<file path="src/rtl/prn_pkg.sv">
// Shared constants and types for the PRN chip generator.
package prn_pkg;

    localparam logic [9:0] TAPS0_DEFAULT = 10'h204;
    localparam logic [9:0] TAPS1_DEFAULT = 10'h3A6;

    typedef enum logic {
        IDLE,
        RUN
    } prn_state_e;

endpackage

</file>
<file path="src/rtl/prn_chip_gen_lfsr.sv">
// Fibonacci LFSR stage chain: parallel load, shift toward stage W, or hold.
module prn_lfsr #(
    parameter int unsigned  W    = 10,
    parameter logic [W-1:0] TAPS = '0
) (
    input  logic         clk,
    input  logic         rst_n,
    input  logic         load_i,
    input  logic         shift_i,
    input  logic [W-1:0] seed_i,
    output logic         out_o
);

    logic [W-1:0] r_q, r_d;

    // Bit k holds stage k+1; the feedback enters stage 1.
    always_comb begin
        r_d = r_q;
        if (load_i) begin
            r_d = seed_i;
        end else if (shift_i) begin
            r_d = {r_q[W-2:0], ^(r_q & TAPS)};
        end
    end

    always_ff @(posedge clk or negedge rst_n) begin
        if (!rst_n) begin
            r_q <= '0;
        end else begin
            r_q <= r_d;
        end
    end

    assign out_o = r_q[W-1];

endmodule

</file>
<file path="src/rtl/prn_chip_gen.sv">
// Serial PRN chip generator: two LFSRs XORed per chip, epoch-aligned seed reload,
// first/last chip capture per code period.
module prn_chip_gen
    import prn_pkg::*;
#(
    parameter int unsigned  W        = 10,
    parameter logic [W-1:0] TAPS0    = TAPS0_DEFAULT,
    parameter logic [W-1:0] TAPS1    = TAPS1_DEFAULT,
    parameter int unsigned  CODE_LEN = 1023,
    parameter int unsigned  FIRST_N  = 24,
    localparam int unsigned CW       = $clog2(CODE_LEN)
) (
    input  logic               clk,
    input  logic               rst_n,
    input  logic               seed_valid,
    output logic               seed_ready,
    input  logic [W-1:0]       seed_r0,
    input  logic [W-1:0]       seed_r1,
    input  logic               chip_en,
    input  logic               abort,
    output logic               chip,
    output logic               chip_valid,
    output logic [CW-1:0]      chip_idx,
    output logic               epoch,
    output logic               code_done,
    output logic [FIRST_N-1:0] first_chips,
    output logic [FIRST_N-1:0] last_chips,
    output logic               seed_err
);

    localparam logic [CW-1:0] LAST_IDX  = CW'(CODE_LEN - 1);
    localparam logic [CW-1:0] FIRST_IDX = CW'(FIRST_N - 1);

    prn_state_e         state_q, state_d;
    logic [CW-1:0]      idx_q, idx_d;
    logic [W-1:0]       act0_q, act0_d, act1_q, act1_d;
    logic [W-1:0]       pend0_q, pend0_d, pend1_q, pend1_d;
    logic               pend_v_q, pend_v_d;
    logic [FIRST_N-1:0] first_q, first_d, last_q, last_d, cap;
    logic               seed_err_q, code_done_q;
    logic               accept, seed_ok, advance, at_end, wrap;
    logic               lfsr_load, lfsr_shift;
    logic [W-1:0]       load0, load1;
    logic               r0_out, r1_out;

    assign seed_ready = !abort && ((state_q == IDLE) || !pend_v_q);
    assign accept     = seed_valid && seed_ready;
    assign seed_ok    = (seed_r0 != '0) && (seed_r1 != '0);
    assign chip       = r0_out ^ r1_out;
    assign chip_valid = (state_q == RUN) && chip_en;
    assign advance    = chip_valid && !abort;
    assign at_end     = (idx_q == LAST_IDX);
    assign epoch      = chip_valid && at_end;
    assign wrap       = advance && at_end;

    // Capture window always includes the chip being emitted this cycle.
    if (FIRST_N > 1) begin : g_shadow
        logic [FIRST_N-2:0] shadow_q;
        always_ff @(posedge clk or negedge rst_n) begin
            if (!rst_n) begin
                shadow_q <= '0;
            end else if (advance) begin
                shadow_q <= cap[FIRST_N-2:0];
            end
        end
        assign cap = {shadow_q, chip};
    end else begin : g_no_shadow
        assign cap = chip;
    end

    always_comb begin
        state_d    = state_q;
        idx_d      = idx_q;
        act0_d     = act0_q;
        act1_d     = act1_q;
        pend0_d    = pend0_q;
        pend1_d    = pend1_q;
        pend_v_d   = pend_v_q;
        first_d    = first_q;
        last_d     = last_q;
        lfsr_load  = 1'b0;
        lfsr_shift = 1'b0;
        load0      = act0_q;
        load1      = act1_q;
        case (state_q)
            IDLE: begin
                if (accept && seed_ok) begin
                    lfsr_load = 1'b1;
                    load0     = seed_r0;
                    load1     = seed_r1;
                    act0_d    = seed_r0;
                    act1_d    = seed_r1;
                    idx_d     = '0;
                    state_d   = RUN;
                end
            end
            RUN: begin
                if (abort) begin
                    state_d  = IDLE;
                    idx_d    = '0;
                    pend_v_d = 1'b0;
                end else begin
                    if (accept && seed_ok) begin
                        pend0_d  = seed_r0;
                        pend1_d  = seed_r1;
                        pend_v_d = 1'b1;
                    end
                    if (advance) begin
                        if (idx_q == FIRST_IDX) begin
                            first_d = cap;
                        end
                        if (at_end) begin
                            // Wrap reloads instead of shifting; a pending seed wins over the active one.
                            last_d    = cap;
                            idx_d     = '0;
                            lfsr_load = 1'b1;
                            if (pend_v_q) begin
                                load0    = pend0_q;
                                load1    = pend1_q;
                                act0_d   = pend0_q;
                                act1_d   = pend1_q;
                                pend_v_d = 1'b0;
                            end
                        end else begin
                            lfsr_shift = 1'b1;
                            idx_d      = idx_q + CW'(1);
                        end
                    end
                end
            end
            default: state_d = IDLE;
        endcase
    end

    always_ff @(posedge clk or negedge rst_n) begin
        if (!rst_n) begin
            state_q     <= IDLE;
            idx_q       <= '0;
            act0_q      <= '0;
            act1_q      <= '0;
            pend0_q     <= '0;
            pend1_q     <= '0;
            pend_v_q    <= 1'b0;
            first_q     <= '0;
            last_q      <= '0;
            seed_err_q  <= 1'b0;
            code_done_q <= 1'b0;
        end else begin
            state_q     <= state_d;
            idx_q       <= idx_d;
            act0_q      <= act0_d;
            act1_q      <= act1_d;
            pend0_q     <= pend0_d;
            pend1_q     <= pend1_d;
            pend_v_q    <= pend_v_d;
            first_q     <= first_d;
            last_q      <= last_d;
            seed_err_q  <= accept && !seed_ok;
            code_done_q <= wrap;
        end
    end

    prn_lfsr #(.W(W), .TAPS(TAPS0)) u_r0 (
        .clk     (clk),
        .rst_n   (rst_n),
        .load_i  (lfsr_load),
        .shift_i (lfsr_shift),
        .seed_i  (load0),
        .out_o   (r0_out)
    );

    prn_lfsr #(.W(W), .TAPS(TAPS1)) u_r1 (
        .clk     (clk),
        .rst_n   (rst_n),
        .load_i  (lfsr_load),
        .shift_i (lfsr_shift),
        .seed_i  (load1),
        .out_o   (r1_out)
    );

    assign chip_idx    = idx_q;
    assign first_chips = first_q;
    assign last_chips  = last_q;
    assign code_done   = code_done_q;
    assign seed_err    = seed_err_q;

endmodule

</file>
<file path="config.mk">
export PLATFORM = sky130hd
export DESIGN_NAME = prn_chip_gen
export DESIGN_NICKNAME = d
export VERILOG_FILES = /design/src/rtl/prn_pkg.sv /design/src/rtl/prn_chip_gen_lfsr.sv /design/src/rtl/prn_chip_gen.sv
export SDC_FILE = /design/constraint.sdc
export NUM_CORES = 1
export LEC_CHECK = 0
export CAP_MARGIN = 20
export CORE_UTILIZATION = 25
export CTS_BUF_LIST = sky130_fd_sc_hd__clkbuf_16
export CTS_CLUSTER_DIAMETER = 60
export DETAILED_ROUTE_END_ITERATION = 6
export GPL_TIMING_DRIVEN = 0
export PLACE_DENSITY_LB_ADDON = 0.3
export SLEW_MARGIN = 20
export SYNTH_ARGS = -nofsm -noshare
export SYNTH_HDL_FRONTEND = slang
export SYNTH_SLANG_ARGS = --single-unit
</file>
<file path="constraint.sdc">
create_clock -name clk -period 3.9 [get_ports clk]
set_clock_uncertainty 0.05 [all_clocks]
set_input_delay 0.975 -clock clk [delete_from_list [all_inputs] [get_ports clk]]
set_output_delay 0.975 -clock clk [all_outputs]
set_load 0.005 [all_outputs]
</file>
# After elaboration in Yosys (flattened, before gate mapping)
# Index checks and enable logic that the tools add are counted.
# totals
inputBits,25
elab_cells,81
output_inout_bits,64
reg_bits,145
# op_classes
bitwise,3
reduce_logical,22
n_addsub,1
n_mux,37
n_eq_ne,4
# op_table
cell,count
$mux 10,18
$pmux 10 s2,3
$reduce_bool 10->1,2
$reduce_xor 10->1,2
$mux 1,14
$add 10x1->10 const B,1
$eq 10x10->1 const B,1
$eq 10x5->1 const B,1
$logic_and 1x1->1,9
$reduce_and 4->1,2
$pmux 1 s2,2
$logic_not 1->1,3
$ne 3x2->1 const B,1
$reduce_and 3->1,1
$ne 2x1->1 const B,1
$not 1->1,2
$reduce_and 2->1,1
$reduce_bool 2->1,1
$logic_or 1x1->1,1
$xor 1x1->1,1

# Depth between registers and ports, before layout
# Gate-level depths: netlist of the first run.
# depth
depth_word,10
mapped_depth,10
depth_no_buf,7

# Hierarchy
# Synthesis of the first run repeated with hierarchy kept, for this count alone.
# hier_totals
cells_unflattened,533
area_unflattened_um2,6672.6
# by_module_without_submodules
mod,area_each_um2,seq_area_each_um2,cells_each,n_inst
prn_chip_gen,5674.2,3128.0,441,1
prn_lfsr at u_r1,509.2,250.2,47,1
prn_lfsr at u_r0,489.2,250.2,45,1

# Worst setup path after synthesis of the first run
# No wires, ideal clock.
# synth_path
path_type,input to register
start,input port seed_r1[6]
end,register pend0_q[0]
n_path_buf,3
t_arrival_ns,2.846
setup_slack_ns,0.879
setup_ns,0.125
required_time_ns,3.725
path_stages,7
cell_sequence,or4_4 > or4_4 > buf_6 > buf_8 > nand4_2 > buf_4 > mux2_2
# synth_between
elab_chain_len,4
# synth_rtl
item,line,text
from (decl),prn_chip_gen.sv:18,"input logic [W-1:0] seed_r1,"
$reduce_bool 10->1,prn_chip_gen.sv:48,assign seed_ok = (seed_r0 != '0) && (seed_r1 != '0);
$logic_and 1x1->1,prn_chip_gen.sv:48,
$logic_and 1x1->1,prn_chip_gen.sv:103,if (accept && seed_ok) begin
$reduce_and 3->1 (no source line),-,
to (signal assigned),prn_chip_gen.sv:153,pend0_q <= pend0_d;
to (decl),prn_chip_gen.sv:37,"logic [W-1:0] pend0_q, pend0_d, pend1_q, pend1_d;"
# No other way between the ends.
# A chain may end at the register's enable or synchronous reset.

# Worst setup path in the final report of the first run
# layout_path
start,input port abort
end,output port seed_ready
# layout_between
elab_chain_len,2
# layout_rtl
item,line,text
from (decl),prn_chip_gen.sv:20,"input logic abort,"
$logic_not 1->1,prn_chip_gen.sv:46,assign seed_ready = !abort && ((state_q == IDLE) || !pend_v_q);
$logic_and 1x1->1,prn_chip_gen.sv:46,
to (decl),prn_chip_gen.sv:16,"output logic seed_ready,"
# No other way between the ends.

==> results of run 1 <==
## metal layers
metal,track usage,up-vias
li1,-,2534
met1,0.198,2671
met2,0.209,153
met5,0,-
met4,0.0487,0
met3,0.0326,20
## path summary, 6_finish.rpt
check,from,endpoint,slack (ns),cells past startpoint
hold / removal,last_chips[20]$_DFFE_PN0P_,last_chips[20]$_DFFE_PN0P_,0.42,2
setup reg to reg,chip_idx[2]$_DFFE_PN0P_,u_r1.r_q[7]$_DFFE_PN0P_,0.88,7
min in group asynchronous,rst_n,last_chips[17]$_DFFE_PN0P_,0.47,1
max in group asynchronous,rst_n,seed_err$_DFF_PN0_,2.54,2
setup / recovery,abort,seed_ready,0.29,3
hold reg to reg,last_chips[20]$_DFFE_PN0P_,last_chips[20]$_DFFE_PN0P_,0.42,2
## power by group
| group | internal, mW | leakage (nW) | switching [mW] |
|---|---|---|---|
| clock network | 0.897 | 0.278 | 0.714 |
| logic | 0.365 | 1.61 | 0.367 |
| registers | 1.75 | 1.87 | 0.171 |
## cells by family (layout without fill, tap and decap cells)
logic type	count (synthesis)	in the layout	share of synthesized area
muxes	55	55	0.0892
adders and majority gates	2	2	0.00369
and+or+nand+nor	216	216	0.146
AOI/OAI and AO/OA	160	160	0.178
DFF	145	145	0.536
xor gates and xnor gates	7	7	0.00905
buffers and inverters	55	175	0.0392
## placed cells by master (no fill, tap or decap), types with 4 or more instances in the layout
cell type / n
o22a_1: 7
nand2b_1: 4
o21ai_0: 8
a22o_1: 5
clkinv_4: 4
a21o_1: 13
buf_2: 11
and2_1: 4
a211oi_1: 15
a41oi_1: 9
o31ai_1: 18
o31a_1: 14
a21boi_0: 4
nor2_1: 19
mux2i_1: 12
a41o_1: 5
inv_1: 11
clkbuf_16: 17
mux2_2: 43
clkbuf_1: 23
dfrtp_1: 145
a31oi_1: 7
a21oi_1: 31
or4_1: 12
o21a_1: 6
xnor2_1: 5
or3_1: 8
o211ai_2: 5
nand2_1: 147
clkdlybuf4s50_1: 87
## state kept, by name, summed over array words and instances, names as in the netlist
signal / flops
u_r0.r_q: 10
seed_err: 1
pend1_q: 10
u_r1.r_q: 10
last_chips: 24
state_q: 1
pend_v_q: 1
first_chips: 24
chip_idx: 10
g_shadow.shadow_q: 23
pend0_q: 10
code_done: 1
act1_q: 10
act0_q: 10
## area by class of cell
class                           instances  area (um2)
Inverter                               11        41.3
Timing Repair Buffer                   89         913
Tap cell                              335         419
Buffer                                 43         220
Multi-Input combinational cell        440        2890
Fill cell                            2668       17700
Clock buffer                           17         425
Sequential cell                       145        3630
Clock inverter                         15         151
## worst max-delay path, stage by stage
cell	delay (ns)
clkdlybuf4s50_1	0.55
a21oi_1	0.46
clkdlybuf4s50_1	0.60
## through the flow
stage / cells / hold slack (ns)
global placement: 1063 / 0.401
global route: 1095 / 0.450
finish: 1095 / 0.417
floorplan: 640 / 0.412
CTS: 1096 / 0.421
detailed placement: 1064 / 0.405
==> summary.txt, run 1 <==
Status
  • Run status: complete, but fails checks
  • Violated checks: DRC

Power and ir drop
  • Maximum VDD drop: 0.198 mV
  • PD cells: 491 mW/mm2
  • Total power: 4.26 mW
  • Leak: 3.75 nW

Detailed routing
  • DR vias: 5378
  • Metal3 WL: 896 um
  • First DRT Iteration DRCs: 356
  • Max Used Layer: met4
  • DR vias/cell: 4.91
  • Met2 wire len: 8380 um
  • Detailed Route WL: 18700 um
  • Routed Antenna Nets: 0
  • Routed metal-1 wire length: 9180 um
  • Wire length per cell: 17.1 um
  • Pre-antenna DRT Iters: 7
  • Residual DRC count: 10

Critical path
  • Worst-path maximum fanout: 6
  • CP Data Required Time: 2.87 ns
  • Setup crit end kind: output pin
  • Startpoint types: primary input
  • CP arrival: 2.58 ns
  • Critical path type: primary input to output pin

Floorplan
  • Horiz. Die Dim: 167 um
  • # rows: 59
  • Die area: 0.0278 mm2
  • Initial Utilization: 0.257
  • Core Area: 0.0264 mm2
  • I/O pin count: 89
  • Die height: 167 um

STA
  • Final Slew Violations: 0
  • Final setup violation count: 0
  • Fmax: 0.277 GHz
  • Final hold violations: 0
  • Worst-margin pin slew: 0.929 ns
  • Period minus WS final: 3.61 ns
  • Slew headroom: 0.376
  • Unrepaired setup endpoints after global routing: false
  • Min setup slack post-route: 0.291 ns
  • Final period utilization: 0.925
  • Total negative slack: 0 ns

CTS
  • Clock Tree Root: clkbuf_16
  • Post-CTS resize count: 0
  • CTS tree: yes
  • Clk_lat worst skew: 0.43 ns
  • Setup bufs post-CTS: 0
  • TritonCTS Sinks: 145
  • Clock transition at path regs: 0.07 ns
  • # H-tree levels: 4
  • Clock buffer depth: 2
  • Hold-fix buffers at CTS: 0
  • CTS buffer count: 17

Global routing
  • GRT Total Usage: 0.140
  • First-pass GRT wire length: 30300 um
  • Number of global-route vias before repair: 5214
  • Grt ovf: 0
  • Largest net degree at the start of global routing: 75
  • Initial antenna violation count: 0

Place
  • Post-place setup slack: -0.0194 ns
  • Routability cong.: 0.791
  • DPL Wire Length: 13400 um
  • Port Buffer Count: 88
  • Placed inst area: 0.00811 mm2

Synthesis
  • Most numerous cell in the Yosys netlist: nand2_1
  • Commonest cells in the netlist: nand2_1 (147), dfrtp_1 (145), mux2_2 (43), a21oi_1 (31), clkbuf_1 (24)
  • Synth top area share: 0.536
  • Syn nets: 667
  • Syn Area/Cell: 10.6 um2
  • Yosys reg bits: 145
  • Unique masters post-synth: 60
  • Post-synth ARST share: 1.00
  • Synth Cell Area: 0.00677 mm2
  • Sequential cell area fraction in the yosys report: 0.536
  • YS warnings: 0
  • Synth top area cells: dfrtp_1 (54%), nand2_1 (8.1%), mux2_2 (7.1%)
  • Mapped Cells: 640
  • Post-synth EDFFs: 0
  • Cell taking the most area after synthesis: dfrtp_1
  • Main synth FF type: dfrtp_1

Cells and area
  • Layout area overhead: 28.3%
  • Final core utilization: 0.330
  • Nets: 774
  • Share of layout cells above drive strength 1: 0.147
  • Final instance area: 0.00869 mm2
  • # diodes: 0

Hold path
  • Hold WC Path Type: flip-flop to flip-flop

Run
  • Max-cap viol count: 0
Power figures use the tool's default switching activity.
==> run 2: changes to the inputs <==
CORE_ASPECT_RATIO = 0.5   (was default)
SYNTH_HIERARCHICAL = 1   (was default)
==> run 2 against run 1 <==
Compared with the run above: the flow now finishes without violations; die area is 1.3% lower; maximum frequency increased by 4.5%; largest power group unchanged; clock power rose by 4%; final cell count shrank 9.0%; sequential power up 7%; register-to-register slack better by 0.17 ns; global-route usage down 0.89 points; via count fell by 13%; core utilization grew 0.51 points; cell area shrank 0.98%; sequential share of layout area is 0.41 points higher; critical path depth grew 6.
==> summary.txt, run 2 <==
Power and ir drop
  • Sequential power share: 0.446 (was 0.451)
  • Logic pwr share: 0.191 (was 0.172)
  • PD cells: 537 mW/mm2 (was 491 mW/mm2)
  • Switching Share: 0.276 (was 0.294)
  • Clock share of power: 0.364 (was 0.378)
  • Leak: 3.61 nW (was 3.75 nW)
  • Internal Power: 3.35 mW (was 3.01 mW)
  • Total power: 4.62 mW (was 4.26 mW)
  • NetSw: 1.28 mW (was 1.25 mW)
  • Maximum VDD drop: 0.286 mV (was 0.198 mV)

Detailed routing
  • Pre-antenna DRT Iters: 5 (was 7)
  • Wire length per cell: 16.9 um (was 17.1 um)
  • Routed Antenna Nets: 0 (unchanged)
  • DR vias/cell: 4.71 (was 4.91)
  • First DRT Iteration DRCs: 223 (was 356)
  • Detailed Route WL: 16900 um (was 18700 um)
  • DR vias: 4695 (was 5378)
  • Residual DRC count: 0 (was 10)

Critical path
  • Crit. path cell count: 9 (was 3)
  • Slowest stage cell on the critical path: clkdlybuf4s50_1 (unchanged)
  • Startpoint types: primary input (unchanged)
  • Worst-path maximum fanout: 10 (was 6)
  • Max incr delay on CP: 0.52 ns (was 0.60 ns)
  • Crit path top cell by count: clkbuf_1 (was clkdlybuf4s50_1)
  • R2r worst-path depth: 8 (was 7)
  • Setup crit end kind: flip-flop (was output pin)
  • Family with the most delay on the worst path: buffers and inverters (unchanged)
  • CP arrival: 3.68 ns (was 2.58 ns)
  • Worst path cell trace: clkdlybuf4s50_1 -> a21oi_1 -> and2_1 -> buf_2 -> clkbuf_1 -> nand3_1 -> o22ai_1 -> clkbuf_1 -> o21ai_0 (was clkdlybuf4s50_1 -> a21oi_1 -> clkdlybuf4s50_1)
  • Critical path type: primary input to flip-flop (was primary input to output pin)
  • CP Data Required Time: 4.13 ns (was 2.87 ns)
  • Crit path buffers/inverters: 4 (was 2)

STA
  • Slew headroom: 0.436 (was 0.376)
  • Unrepaired setup endpoints after global routing: false (unchanged)
  • Final Slew Violations: 0 (unchanged)
  • Worst-margin pin slew: 0.835 ns (was 0.929 ns)
  • Min setup slack post-route: 0.448 ns (was 0.291 ns)
  • Period minus WS final: 3.45 ns (was 3.61 ns)
  • Fmax: 0.290 GHz (was 0.277 GHz)
  • Final period utilization: 0.885 (was 0.925)
  • Final hold violations: 0 (unchanged)
  • Total negative slack: 0 ns (unchanged)
  • Final setup violation count: 0 (unchanged)

Cells and area
  • # diodes: 0 (unchanged)
  • Layout area overhead: 29.0% (was 28.3%)
  • Non-Filler Instances: 996 (was 1095)
  • Nets: 667 (was 774)
  • Most frequent cells in the layout: dfrtp_1 (145), mux2_2 (87), clkdlybuf4s50_1 (86) (was nand2_1 (147), dfrtp_1 (145), clkdlybuf4s50_1 (87))
  • Share of layout cells above drive strength 1: 0.212 (was 0.147)
  • Most common cell after layout, fill and taps aside: dfrtp_1 (was nand2_1)

CTS
  • Clock Tree Root: clkbuf_16 (unchanged)
  • Setup bufs post-CTS: 0 (unchanged)
  • Clock buffer depth: 2 (unchanged)
  • Clock transition at path regs: 0.06 ns (was 0.07 ns)
  • CTS tree: yes (unchanged)
  • Clk_lat worst skew: 0.42 ns (was 0.43 ns)
  • # H-tree levels: 4 (unchanged)
  • Post-CTS resize count: 0 (unchanged)
  • TritonCTS Sinks: 145 (unchanged)
  • CTS buffer count: 17 (unchanged)
  • Hold-fix buffers at CTS: 0 (unchanged)

Synthesis
  • Syn Area/Cell: 12.5 um2 (was 10.6 um2)
  • Synth top area share: 0.544 (was 0.536)
  • Cell taking the most area after synthesis: dfrtp_1 (unchanged)
  • Synth top area cells: dfrtp_1 (54%), mux2_2 (15%), mux2i_1 (5.9%) (was dfrtp_1 (54%), nand2_1 (8.1%), mux2_2 (7.1%))
  • Post-synth EDFFs: 0 (unchanged)
  • Mapped Cells: 533 (was 640)
  • YS warnings: 6 (was 0)
  • Unique masters post-synth: 51 (was 60)
  • Syn nets: 560 (was 667)
  • Post-synth ARST share: 1.00 (unchanged)
  • Yosys reg bits: 145 (unchanged)
  • Sequential cell area fraction in the yosys report: 0.544 (was 0.536)
  • Main synth FF type: dfrtp_1 (unchanged)
  • Commonest cells in the netlist: dfrtp_1 (145), mux2_2 (87), mux2i_1 (39), nand2_1 (26), nand4_1 (24) (was nand2_1 (147), dfrtp_1 (145), mux2_2 (43), a21oi_1 (31), clkbuf_1 (24))
  • Most numerous cell in the Yosys netlist: dfrtp_1 (was nand2_1)
  • Synth Cell Area: 0.00667 mm2 (was 0.00677 mm2)

Place
  • Port Buffer Count: 87 (was 88)
  • DPL Wire Length: 11800 um (was 13400 um)
  • Dpl cells: 965 (was 1064)
  • Routability cong.: 0.780 (was 0.791)
  • Post-place setup slack: -0.0569 ns (was -0.0194 ns)

Run
  • Max-cap viol count: 0 (unchanged)

Floorplan
  • Die area: 0.0274 mm2 (was 0.0278 mm2)
  • Core Area: 0.0257 mm2 (was 0.0264 mm2)
  • I/O pin count: 89 (unchanged)
  • Horiz. Die Dim: 233 um (was 167 um)
  • Initial Utilization: 0.260 (was 0.257)
  • Die height: 118 um (was 167 um)
  • # rows: 41 (was 59)

Global routing
  • GRT Total Usage: 0.131 (was 0.140)
  • Grt ovf: 0 (unchanged)
  • Initial antenna violation count: 0 (unchanged)
  • First-pass GRT wire length: 28000 um (was 30300 um)
  • Number of global-route vias before repair: 4911 (was 5214)
  • Largest net degree at the start of global routing: 84 (was 75)

Status
  • Run status: finished clean (was complete, but fails checks)

Hold path
  • Hold WC Path Type: primary input to async pin (was flip-flop to flip-flop)
## run 2: cell types whose count changed after synthesis, moves of 15 or more
cell / before / now
nand4_1: 1 / 24
o311ai_0: 0 / 17
nand2_1: 147 / 26
nor2b_1: 0 / 16
a211oi_1: 15 / 0
a21oi_1: 31 / 4
mux2i_1: 12 / 39
mux2_2: 43 / 87
o211ai_1: 0 / 18
## run 2: path summary, 6_finish.rpt
kind / startpoint / end / slack (ns)
max: abort / u_r1/r_q[5]$_DFFE_PN0P_ / 0.45
min: rst_n / last_chips[2]$_DFFE_PN0P_ / 0.44
max reg2reg: state_q$_DFF_PN0_ / u_r1/r_q[5]$_DFFE_PN0P_ / 1.05
min reg2reg: last_chips[13]$_DFFE_PN0P_ / last_chips[13]$_DFFE_PN0P_ / 0.45
max in group asynchronous: rst_n / u_r1/r_q[5]$_DFFE_PN0P_ / 2.55
min in group clk: last_chips[13]$_DFFE_PN0P_ / last_chips[13]$_DFFE_PN0P_ / 0.45
## run 2: worst register-to-register path, delay by kind of cell, from the launching register on
family,cells,cell delay (ns)
AND/OR/NAND/NOR,2,0.38
AO/OA/AOI/OAI,3,0.92
flip-flops,1,0.48
buffers and inverters,3,0.90
## run 2: area by class of cell
cell class                 count  area [um2]
inverter                       8        30.0
fill                        2558       17100
clock inverter                14         174
clock buffer                  17         425
timing repair buffer          88         903
multi-input combinational    343        2820
buffer                        37         199
sequential                   145        3630
tap                          344         430
## run 2: logic make-up (layout without fill, tap and decap cells)
logic type,Yosys count,after routing,synth area share
adders and majority gates,2,2,0.00375
muxes,130,130,0.212
DFF,145,145,0.544
AOI/OAI and AO/OA,90,90,0.0941
xor gates and xnor gates,8,8,0.0137
and+or+nand+nor,113,113,0.0983
buffers and inverters,45,164,0.0343
## run 2: stage by stage
stage | utilization | hold WS, ns | area (um2)
floorplan | - | 0.429 | 6670
global placement | 0.310 | 0.426 | 7970
detailed placement | 0.312 | 0.425 | 8010
CTS | 0.335 | 0.444 | 8610
global route | 0.335 | 0.461 | 8610
finish | 0.335 | 0.435 | 8610
## run 2: routing by layer
metal | vias to the layer above | track usage | part of all wire
met4 | 0 | 0.0404 | 0.011
met2 | 82 | 0.212 | 0.49
met5 | - | 0 | 0
li1 | 2199 | - | -
met1 | 2404 | 0.174 | 0.47
met3 | 10 | 0.0300 | 0.029
## run 2: power by group through the flow
stage          registers, mW  clock network (mW)  logic (mW)
2_1_floorplan           2.01                   0       0.631
3_3_place_gp            2.07                   0       0.864
3_5_place_dp            2.08                   0       0.887
4_1_cts                 2.06                1.73       0.892
5_1_grt                 2.10                1.80       0.991
6_report                2.06                1.68       0.882
